<file path="src/rtl/regfile_pkg.sv">
// regfile_pkg: shared state encoding and clear-start helper for the parametrised register file
package regfile_pkg;
  typedef enum logic {IDLE, CLEAR} state_e;
  function automatic int first_entry(input int zero_reg);
    return (zero_reg != 0) ? 1 : 0;
  endfunction
endpackage

</file>
<file path="src/rtl/regfile_param_if.sv">
// regfile_param_if: decode-side write/read/clear bus of the register file
interface regfile_param_if #(parameter int WIDTH = 32, parameter int ADDR_W = 5);
  logic [WIDTH-1:0]  WriteData;
  logic [ADDR_W-1:0] WriteRegister;
  logic              RegWrite;
  logic [ADDR_W-1:0] ReadRegister1;
  logic [ADDR_W-1:0] ReadRegister2;
  logic [WIDTH-1:0]  ReadData1;
  logic [WIDTH-1:0]  ReadData2;
  logic              ClearReq;
  logic              Busy;
  logic              WriteErr;
  modport master (
    output WriteData, WriteRegister, RegWrite, ReadRegister1, ReadRegister2, ClearReq,
    input  ReadData1, ReadData2, Busy, WriteErr
  );
  modport slave (
    input  WriteData, WriteRegister, RegWrite, ReadRegister1, ReadRegister2, ClearReq,
    output ReadData1, ReadData2, Busy, WriteErr
  );
endinterface

</file>
<file path="src/rtl/regfile_clear_fsm.sv">
// regfile_clear_fsm: walks the array one entry per cycle to zero it and flags writes dropped while busy
module regfile_clear_fsm import regfile_pkg::*; #(
  parameter int ADDR_W   = 5,
  parameter int ZERO_REG = 1
) (
  input  logic              clk,
  input  logic              rst_n,
  input  logic              clear_req,
  input  logic              reg_write,
  output logic              busy,
  output logic              write_err,
  output logic              clr_en,
  output logic [ADDR_W-1:0] clr_addr
);
  localparam logic [ADDR_W-1:0] FIRST = ADDR_W'(first_entry(ZERO_REG));
  localparam logic [ADDR_W-1:0] LAST  = '1;
  state_e            state_q, state_d;
  logic [ADDR_W-1:0] cnt_q, cnt_d;
  logic              err_q, err_d;
  assign busy      = (state_q == CLEAR);
  assign clr_en    = busy;
  assign clr_addr  = cnt_q;
  assign write_err = err_q;
  always_comb begin
    state_d = state_q;
    cnt_d   = cnt_q;
    err_d   = reg_write && busy;
    if (state_q == IDLE && clear_req) begin
      state_d = CLEAR;
      cnt_d   = FIRST;
    end else if (state_q == CLEAR) begin
      cnt_d   = cnt_q + 1'b1;
      state_d = (cnt_q == LAST) ? IDLE : CLEAR;
    end
  end
  always_ff @(posedge clk or negedge rst_n) begin
    if (!rst_n) begin
      state_q <= IDLE;
      cnt_q   <= '0;
      err_q   <= 1'b0;
    end else begin
      state_q <= state_d;
      cnt_q   <= cnt_d;
      err_q   <= err_d;
    end
  end
endmodule

</file>
<file path="src/rtl/regfile_param.sv">
// regfile_param: 2-read/1-write register file with optional zero register, write bypass and sequential clear
module regfile_param import regfile_pkg::*; #(
  parameter int WIDTH    = 32,
  parameter int ADDR_W   = 5,
  parameter int ZERO_REG = 1,
  parameter int BYPASS   = 0
) (
  input logic           Clk,
  input logic           Reset_n,
  regfile_param_if.slave bus
);
  localparam int DEPTH = 2 ** ADDR_W;
  logic [WIDTH-1:0]  mem_q [DEPTH];
  logic [WIDTH-1:0]  mem_d [DEPTH];
  logic              busy, clr_en, we_ok;
  logic [ADDR_W-1:0] clr_addr;
  regfile_clear_fsm #(.ADDR_W(ADDR_W), .ZERO_REG(ZERO_REG)) u_clr (
    .clk       (Clk),
    .rst_n     (Reset_n),
    .clear_req (bus.ClearReq),
    .reg_write (bus.RegWrite),
    .busy      (busy),
    .write_err (bus.WriteErr),
    .clr_en    (clr_en),
    .clr_addr  (clr_addr)
  );
  assign bus.Busy = busy;
  // a protected entry 0 is never written, so it also never bypasses
  assign we_ok = bus.RegWrite && !busy && !(ZERO_REG != 0 && bus.WriteRegister == '0);
  assign bus.ReadData1 = (ZERO_REG != 0 && bus.ReadRegister1 == '0) ? '0 :
                         (BYPASS != 0 && we_ok && bus.ReadRegister1 == bus.WriteRegister) ? bus.WriteData :
                         mem_q[bus.ReadRegister1];
  assign bus.ReadData2 = (ZERO_REG != 0 && bus.ReadRegister2 == '0) ? '0 :
                         (BYPASS != 0 && we_ok && bus.ReadRegister2 == bus.WriteRegister) ? bus.WriteData :
                         mem_q[bus.ReadRegister2];
  always_comb begin
    mem_d = mem_q;
    if (we_ok) mem_d[bus.WriteRegister] = bus.WriteData;
    if (clr_en) mem_d[clr_addr] = '0;
  end
  always_ff @(posedge Clk or negedge Reset_n) begin
    if (!Reset_n) mem_q <= '{default: '0};
    else mem_q <= mem_d;
  end
endmodule

</file>
<file path="src/flat_wrapper.sv">
// flat-port wrapper written by rule: the top's interface ports become plain ports
module regfile_param_flat import regfile_pkg::*;
#(
  parameter int WIDTH    = 32,
  parameter int ADDR_W   = 5,
  parameter int ZERO_REG = 1,
  parameter int BYPASS   = 0
)
  (Clk, Reset_n, bus_WriteData, bus_WriteRegister, bus_RegWrite, bus_ReadRegister1, bus_ReadRegister2, bus_ClearReq, bus_ReadData1, bus_ReadData2, bus_Busy, bus_WriteErr);
  regfile_param_if #(.WIDTH(WIDTH), .ADDR_W(ADDR_W)) bus_i ();
  input logic Clk;
  input logic Reset_n;
  input wire logic [$bits(bus_i.WriteData)-1:0] bus_WriteData;
  input wire logic [$bits(bus_i.WriteRegister)-1:0] bus_WriteRegister;
  input wire logic [$bits(bus_i.RegWrite)-1:0] bus_RegWrite;
  input wire logic [$bits(bus_i.ReadRegister1)-1:0] bus_ReadRegister1;
  input wire logic [$bits(bus_i.ReadRegister2)-1:0] bus_ReadRegister2;
  input wire logic [$bits(bus_i.ClearReq)-1:0] bus_ClearReq;
  output wire logic [$bits(bus_i.ReadData1)-1:0] bus_ReadData1;
  output wire logic [$bits(bus_i.ReadData2)-1:0] bus_ReadData2;
  output wire logic [$bits(bus_i.Busy)-1:0] bus_Busy;
  output wire logic [$bits(bus_i.WriteErr)-1:0] bus_WriteErr;
  assign bus_i.WriteData = bus_WriteData;
  assign bus_i.WriteRegister = bus_WriteRegister;
  assign bus_i.RegWrite = bus_RegWrite;
  assign bus_i.ReadRegister1 = bus_ReadRegister1;
  assign bus_i.ReadRegister2 = bus_ReadRegister2;
  assign bus_i.ClearReq = bus_ClearReq;
  assign bus_ReadData1 = bus_i.ReadData1;
  assign bus_ReadData2 = bus_i.ReadData2;
  assign bus_Busy = bus_i.Busy;
  assign bus_WriteErr = bus_i.WriteErr;
  regfile_param #(.WIDTH(WIDTH), .ADDR_W(ADDR_W), .ZERO_REG(ZERO_REG), .BYPASS(BYPASS)) u_core (.Clk(Clk), .Reset_n(Reset_n), .bus(bus_i));
endmodule
</file>
<file path="config.mk">
export PLATFORM = sky130hd
export DESIGN_NAME = regfile_param_flat
export DESIGN_NICKNAME = d
export VERILOG_FILES = /design/src/rtl/regfile_pkg.sv /design/src/rtl/regfile_param_if.sv /design/src/rtl/regfile_clear_fsm.sv /design/src/rtl/regfile_param.sv /design/src/flat_wrapper.sv
export SDC_FILE = /design/constraint.sdc
export NUM_CORES = 2
export LEC_CHECK = 0
export CORE_MARGIN = 3
export CORE_UTILIZATION = 55
export CTS_BUF_LIST = sky130_fd_sc_hd__clkbuf_8
export CTS_CLUSTER_DIAMETER = 100
export DETAILED_ROUTE_END_ITERATION = 16
export PLACE_DENSITY_LB_ADDON = 0.25
export SLEW_MARGIN = 20
export SYNTH_ARGS = -nofsm -noshare
export SYNTH_HDL_FRONTEND = slang
export SYNTH_SLANG_ARGS = --single-unit
</file>
<file path="constraint.sdc">
create_clock -name Clk -period 3.35 [get_ports Clk]
set_clock_uncertainty 0.15 [all_clocks]
set_input_delay 0.335 -clock Clk [delete_from_list [all_inputs] [get_ports Clk]]
set_output_delay 0.335 -clock Clk [all_outputs]
set_load 0.01 [all_outputs]
</file>
# Word level (Yosys, flattened, before mapping)
# Cells that the tools add are included.
[totals]
output_inout_bits = 66
in_bits = 51
register_bits = 1031
[op_classes]
n_eq_ne = 1
addsub = 1
mux = 20
reduce_logical = 12
bitwise = 7
order_cmp = 6
[op_table]
columns = ["cell", "count"]
rows = [
  ["2-to-1 mux 1024 bit", 2],
  ["AND 1024 bit", 1],
  ["bitwise mux 1024 bit", 1],
  ["inverter 1024 bit", 1],
  ["binary-select mux 32 bit (select 5 bit)", 2],
  ["demux 32 bit (select 5 bit)", 2],
  ["2-to-1 mux 32 bit", 8],
  ["greater-or-equal comparator 6 bit (second input constant)", 4],
  ["inverter 5 -> 6 bit", 4],
  ["logical NOT 5 bit", 3],
  ["less-than comparator 6 x 1 -> 1 bit (second input constant)", 2],
  ["2-to-1 mux 5 bit", 2],
  ["logical AND 1 bit", 6],
  ["adder 5 x 1 -> 5 bit (second input constant)", 1],
  ["== test 5 bit (second input constant)", 1],
  ["2-to-1 mux 1 bit", 3],
  ["logical NOT 1 bit", 2],
  ["nonzero test 2 bit", 1],
  ["inverter 1 bit", 1],
]

# Depth between registers and ports, before layout
[depth]
ltp_word = 9
ltp_mapped = 8
mapped_depth_nobuf = 5

# Cells and area by module
# A second synthesis with hierarchy kept.
[hier_totals]
cells_unflattened = 5897
area_unflattened_um2 = 57201.1
[modules_own_cells]
columns = ["module", "n_inst", "seq_area_each_um2", "cells_per_inst", "area_per_inst_um2"]
rows = [
  ["regfile_param", 1, 25624.6, 5868, 56872.0],
  ["regfile_clear_fsm", 1, 175.2, 29, 329.1],
]

# Worst setup path before layout
# Ideal clock, no wire load.
[synth_path]
path_kind = "input -> output"
start = "input port bus_ReadRegister2[0]"
end = "output port bus_ReadData2[15]"
cell_stages = 6
path_slack_ns = 1.178
arrival_ns = 1.687
cell_sequence = "buf_4 buf_6 nor2b_1 clkbuf_1 a22oi_1 a311oi_1"
[synth_via]
elab_chain_cells = 5
elab_cells_between_ends = 6
[synth_rtl]
columns = ["element", "line", "source"]
rows = [
  ["start, declared", "flat_wrapper.sv:17", "input wire logic [$bits(bus_i.ReadRegister2)-1:0] bus_ReadRegister2;"],
  ["inverter 5 -> 6 bit (not written as such)", "regfile_param.sv:35", "mem_q[bus.ReadRegister2];"],
  ["binary-select mux 32 bit (select 5 bit)", "regfile_param.sv:35", ""],
  ["2-to-1 mux 32 bit (not written as such) (2 in a row)", "regfile_param.sv:35", ""],
  ["2-to-1 mux 32 bit (*)", "regfile_param.sv:33", "assign bus.ReadData2 = (ZERO_REG != 0 && bus.ReadRegister2 == '0) ? '0 :"],
  ["end, declared", "flat_wrapper.sv:20", "output wire logic [$bits(bus_i.ReadData2)-1:0] bus_ReadData2;"],
]
# Every way passes the cells marked *; elsewhere a longest branch is shown, timed or not. The select of a mux whose other input is x is not followed.

# Final worst setup path
[layout_path]
start = "register u_core.mem_q[268] in the netlist's numbering"
end = "output port bus_ReadData1[12]"
[layout_via]
elab_chain_cells = 4
[layout_rtl]
columns = ["element", "line", "source"]
rows = [
  ["start, declared", "regfile_param.sv:13", "logic [WIDTH-1:0] mem_q [DEPTH];"],
  ["start signal, assigned", "regfile_param.sv:43", "else mem_q <= mem_d;"],
  ["binary-select mux 32 bit (select 5 bit)", "regfile_param.sv:32", "mem_q[bus.ReadRegister1];"],
  ["2-to-1 mux 32 bit (not written as such) (2 in a row)", "regfile_param.sv:32", ""],
  ["2-to-1 mux 32 bit", "regfile_param.sv:30", "assign bus.ReadData1 = (ZERO_REG != 0 && bus.ReadRegister1 == '0) ? '0 :"],
  ["end, declared", "flat_wrapper.sv:19", "output wire logic [$bits(bus_i.ReadData1)-1:0] bus_ReadData1;"],
]
# Every way passes these cells. The select of a mux whose other input is x is not followed.

==> impl_results.rst <==
.. list-table::
   :header-rows: 1

   * - Metric
     - Value
   * - Clock-pin slew on the worst setup and hold paths
     - 0.06 ns
   * - Largest net degree at the start of global routing
     - 105
   * - Type of the most critical hold path
     - in2reg
   * - Cts bufs inserted
     - 176
   * - Setup repair after global routing missed its margin
     - true
   * - Portion of synthesized cell area occupied by the leading cell type
     - 44.5%
   * - Static leakage power
     - 28.2 nW
   * - Max frequency
     - 0.299 GHz
   * - Detail-routed via count per cell
     - 6.88
   * - Placed Area
     - 63,200 sq um
   * - Netlist Area Pre-Place
     - 58,000 sq um
   * - Setup-failing EPs final
     - 0
   * - HPWL Detailed
     - 144 mm
   * - Clock Tree Buf Depth
     - 3
   * - Flop and latch count out of synthesis
     - 1,031
   * - Buffer and inverter count on the worst path
     - 1
   * - Routed wirelength normalized by instance count
     - 29.4 um
   * - Die width
     - 331 um
   * - Std cell rows
     - 118
   * - Max-cap violations
     - 0
   * - Crit path max fanout
     - 3
   * - Data required time of the critical path
     - 2.86 ns
   * - Number of levels the H-tree was split into
     - 4
   * - Period utilisation layout
     - 100%
   * - Number of design rule violations left after detail routing
     - 0
   * - Mean cell area of the mapped netlist
     - 9.76 sq um
   * - Yosys cell types
     - 56
   * - Net count of the mapped netlist
     - 5,997
   * - Total number of yosys warnings
     - 0
   * - # fillers
     - 8,149
   * - Critical Path Max Stage Delay
     - 0.52 ns
   * - Top layer reached by signal wires
     - met5
   * - Critical path's top delay family
     - compound AO/OA/AOI/OAI gates
   * - Run status
     - finished clean
   * - Headroom to the max-slew limit
     - 19.7%
   * - Cell breakdown of the critical path
     - mux4_2 -> o21ai_1 -> a311oi_2 -> dlygate4sd2_1
   * - Most frequent standard cell in the layout excluding fill and tap cells
     - sky130_fd_sc_hd__nand2_1
   * - Cell type with the largest total area after synthesis
     - sky130_fd_sc_hd__dfrtp_1
   * - Buffer type at the clock tree root
     - sky130_fd_sc_hd__clkbuf_8
   * - Dominant cells by area after synthesis
     - sky130_fd_sc_hd__dfrtp_1 (44%), sky130_fd_sc_hd__mux4_2 (17%), sky130_fd_sc_hd__nand2_1 (13%), sky130_fd_sc_hd__a21oi_1 (8.6%), sky130_fd_sc_hd__mux2i_1 (2.2%)
   * - Number of failing hold endpoints at the final stage
     - 0
   * - Amount of wire on met3 after detailed routing
     - 36.6 mm
   * - Time the final worst path needs with I/O delays and setup
     - 3.35 ns
   * - Sum Neg Setup Slack
     - 0 ns
   * - Number of placed I/O pins
     - 117
   * - Post-layout total power
     - 32.0 mW
   * - Number of input and output port buffers inserted
     - 116
   * - Overall die area
     - 109,000 sq um
   * - Antenna violations before repair
     - 13
   * - First-pass GRT wire length
     - 330 mm
   * - Detailed Route WL
     - 224 mm
   * - 1st-pass router iterations
     - 8
   * - Number of nets in the finished design
     - 6,158
   * - Number of global-route vias before repair
     - 52,200
   * - Peak supply drop
     - 0.000368 V
   * - Kind of launch point of the worst setup path
     - flop
   * - Synthesized instance count
     - 5,941
   * - Area added between synthesis and finish
     - 15.7%
   * - Worst Setup End Kind
     - output pin
   * - Clock Sink Count
     - 1,031
   * - Clock tree from TritonCTS
     - done
   * - Starting density of the core
     - 55.7%
   * - WS Path Type
     - reg2out
   * - Gr usage total
     - 40.9%
   * - Share of cells above drive strength 1
     - 22.5%
   * - Core outline area
     - 104,000 sq um
   * - Worst-margin pin slew
     - 1.20 ns
   * - DRT iter0 DRCs
     - 8,420
   * - Wire length on met2
     - 97.7 mm
   * - Sequential cell area fraction in the yosys report
     - 44.5%
   * - Height of the chip
     - 331 um
   * - Post-placement worst setup slack
     - -0.285 ns
   * - RD Place Congestion
     - 0.961
   * - Pwr Density
     - 478 nW/um^2
   * - Minimum setup slack in the final design
     - 0.00147 ns
   * - Critical path's slowest cell
     - sky130_fd_sc_hd__o21ai_1
   * - Routed length on met1
     - 76.0 mm
   * - Most frequent cells in the layout
     - sky130_fd_sc_hd__nand2_1 (2,045), sky130_fd_sc_hd__dfrtp_1 (1,031), sky130_fd_sc_hd__a21oi_1 (994)
   * - Antenna viol nets, final
     - 0
   * - Final count of pins violating max slew
     - 0
   * - GRT overflow
     - 0
   * - Post-layout instance area
     - 67,100 sq um
   * - Total number of vias
     - 52,400
   * - Data arrival, critical path
     - 2.86 ns
   * - Latest clock arrival within the worst-skew pair
     - 0.86 ns
logic make-up (layout without fill, tap and decap cells):
logic type               Yosys count  after routing  synth area share (%)
AO/OA/AOI/OAI                   1362           1362                  13.1
other                              0              6                     0
multiplexers                     642            642                  20.9
buffers and inverters            619            909                  5.39
adder cells (fa/ha/maj)            5              5                 0.108
flip-flops                      1031           1031                  44.5
AND/OR/NAND/NOR                 2282           2282                  16.0
worst reg2reg max path, stage by stage (launching register included):
cell	delay, ns
sky130_fd_sc_hd__dfrtp_1	0.60
sky130_fd_sc_hd__buf_4	0.29
sky130_fd_sc_hd__nor4b_4	0.53
sky130_fd_sc_hd__and2_1	0.48
sky130_fd_sc_hd__buf_12	0.25
sky130_fd_sc_hd__nand2_1	0.09
sky130_fd_sc_hd__a21oi_1	0.16
layer usage:
metal  up-vias  global-route usage [%]
li1      21200                       -
met1     25700                    51.7
met2      4550                    59.7
met3      1067                    17.2
met4        12                    22.5
met5         -                       0
flip-flops by register name, indices dropped and copies added, names as in the netlist:
signal                  cells
u_core.mem_q             1024
u_core.u_clr.busy           1
u_core.u_clr.clr_addr       5
u_core.u_clr.write_err      1
power by group:
group / switching [mW] / internal, mW / total, mW
logic: 3.94 / 2.46 / 6.40
registers: 0.861 / 13.4 / 14.3
clock network: 5.36 / 5.98 / 11.3
total: 10.2 / 21.9 / 32.0
through the flow:
| stage | util [%] | instances | hold WS, ns |
|---|---|---|---|
| floorplan | - | 5941 | -0.111 |
| global placement | 60.7 | 7298 | 0.182 |
| detailed placement | 60.7 | 7298 | 0.180 |
| CTS | 64.4 | 7609 | 0.00289 |
| global route | 64.4 | 7612 | 0.0570 |
| finish | 64.4 | 7617 | 0.0697 |
timing repair:
item                                   CTS  global route
pin swaps                                9            12
buffers inserted                         5             4
gates cloned                             0             0
gates resized for setup                144            32
endpoints found under the hold margin  881             0
hold buffers                             2             0
setup endpoints to repair               64            25
path summary, 6_finish.rpt:
path / start / depth (start not counted) / to / slack [ns]
max reg2reg: u_core.u_clr.busy / 6 / u_core.mem_q[859] / 0.69
max: u_core.mem_q[268] / 4 / bus_ReadData1[12] / 0.001
min in group asynchronous: Reset_n / 3 / u_core.mem_q[951] / 0.19
min: bus_ClearReq / 3 / u_core.u_clr.busy / 0.07
min reg2reg: u_core.mem_q[1020] / 1 / u_core.mem_q[1020] / 0.36
max in group asynchronous: Reset_n / 3 / u_core.mem_q[1008] / 2.10
final cells by class:
class	count	area [sq um]	area share, %
multi-input combinational	4291	29800	44.5
timing repair buffer	597	6210	9.27
clock buffer	222	3060	4.56
sequential	1031	25800	38.5
antenna	6	15.0	0.0224
clock inverter	85	392	0.584
tap	1380	1730	2.57
inverter	5	21.3	0.0317
synthesized netlist by cell type, drive strengths merged:
master      n
and2b       1
and4bb      2
or3         7
and4b       1
nor3       20
a21oi     994
and3        7
a221oi     45
nor2b      73
nand2b     11
inv         5
and2       44
nor2       37
ha          5
o31ai       1
clkbuf    269
or4         2
nand2    2046
buf       345
o2111ai    19
mux4      448
nand3b      1
nor4        1
nor4b       1
mux2       64
nand4b      1
and3b       2
nand3      17
a311oi     64
a211oi     64
o21ai     111
or2         4
nand4       2
nor3b       2
a22oi      64
mux2i     130
dfrtp    1031
No activity file was read; power rests on OpenSTA's default activity.
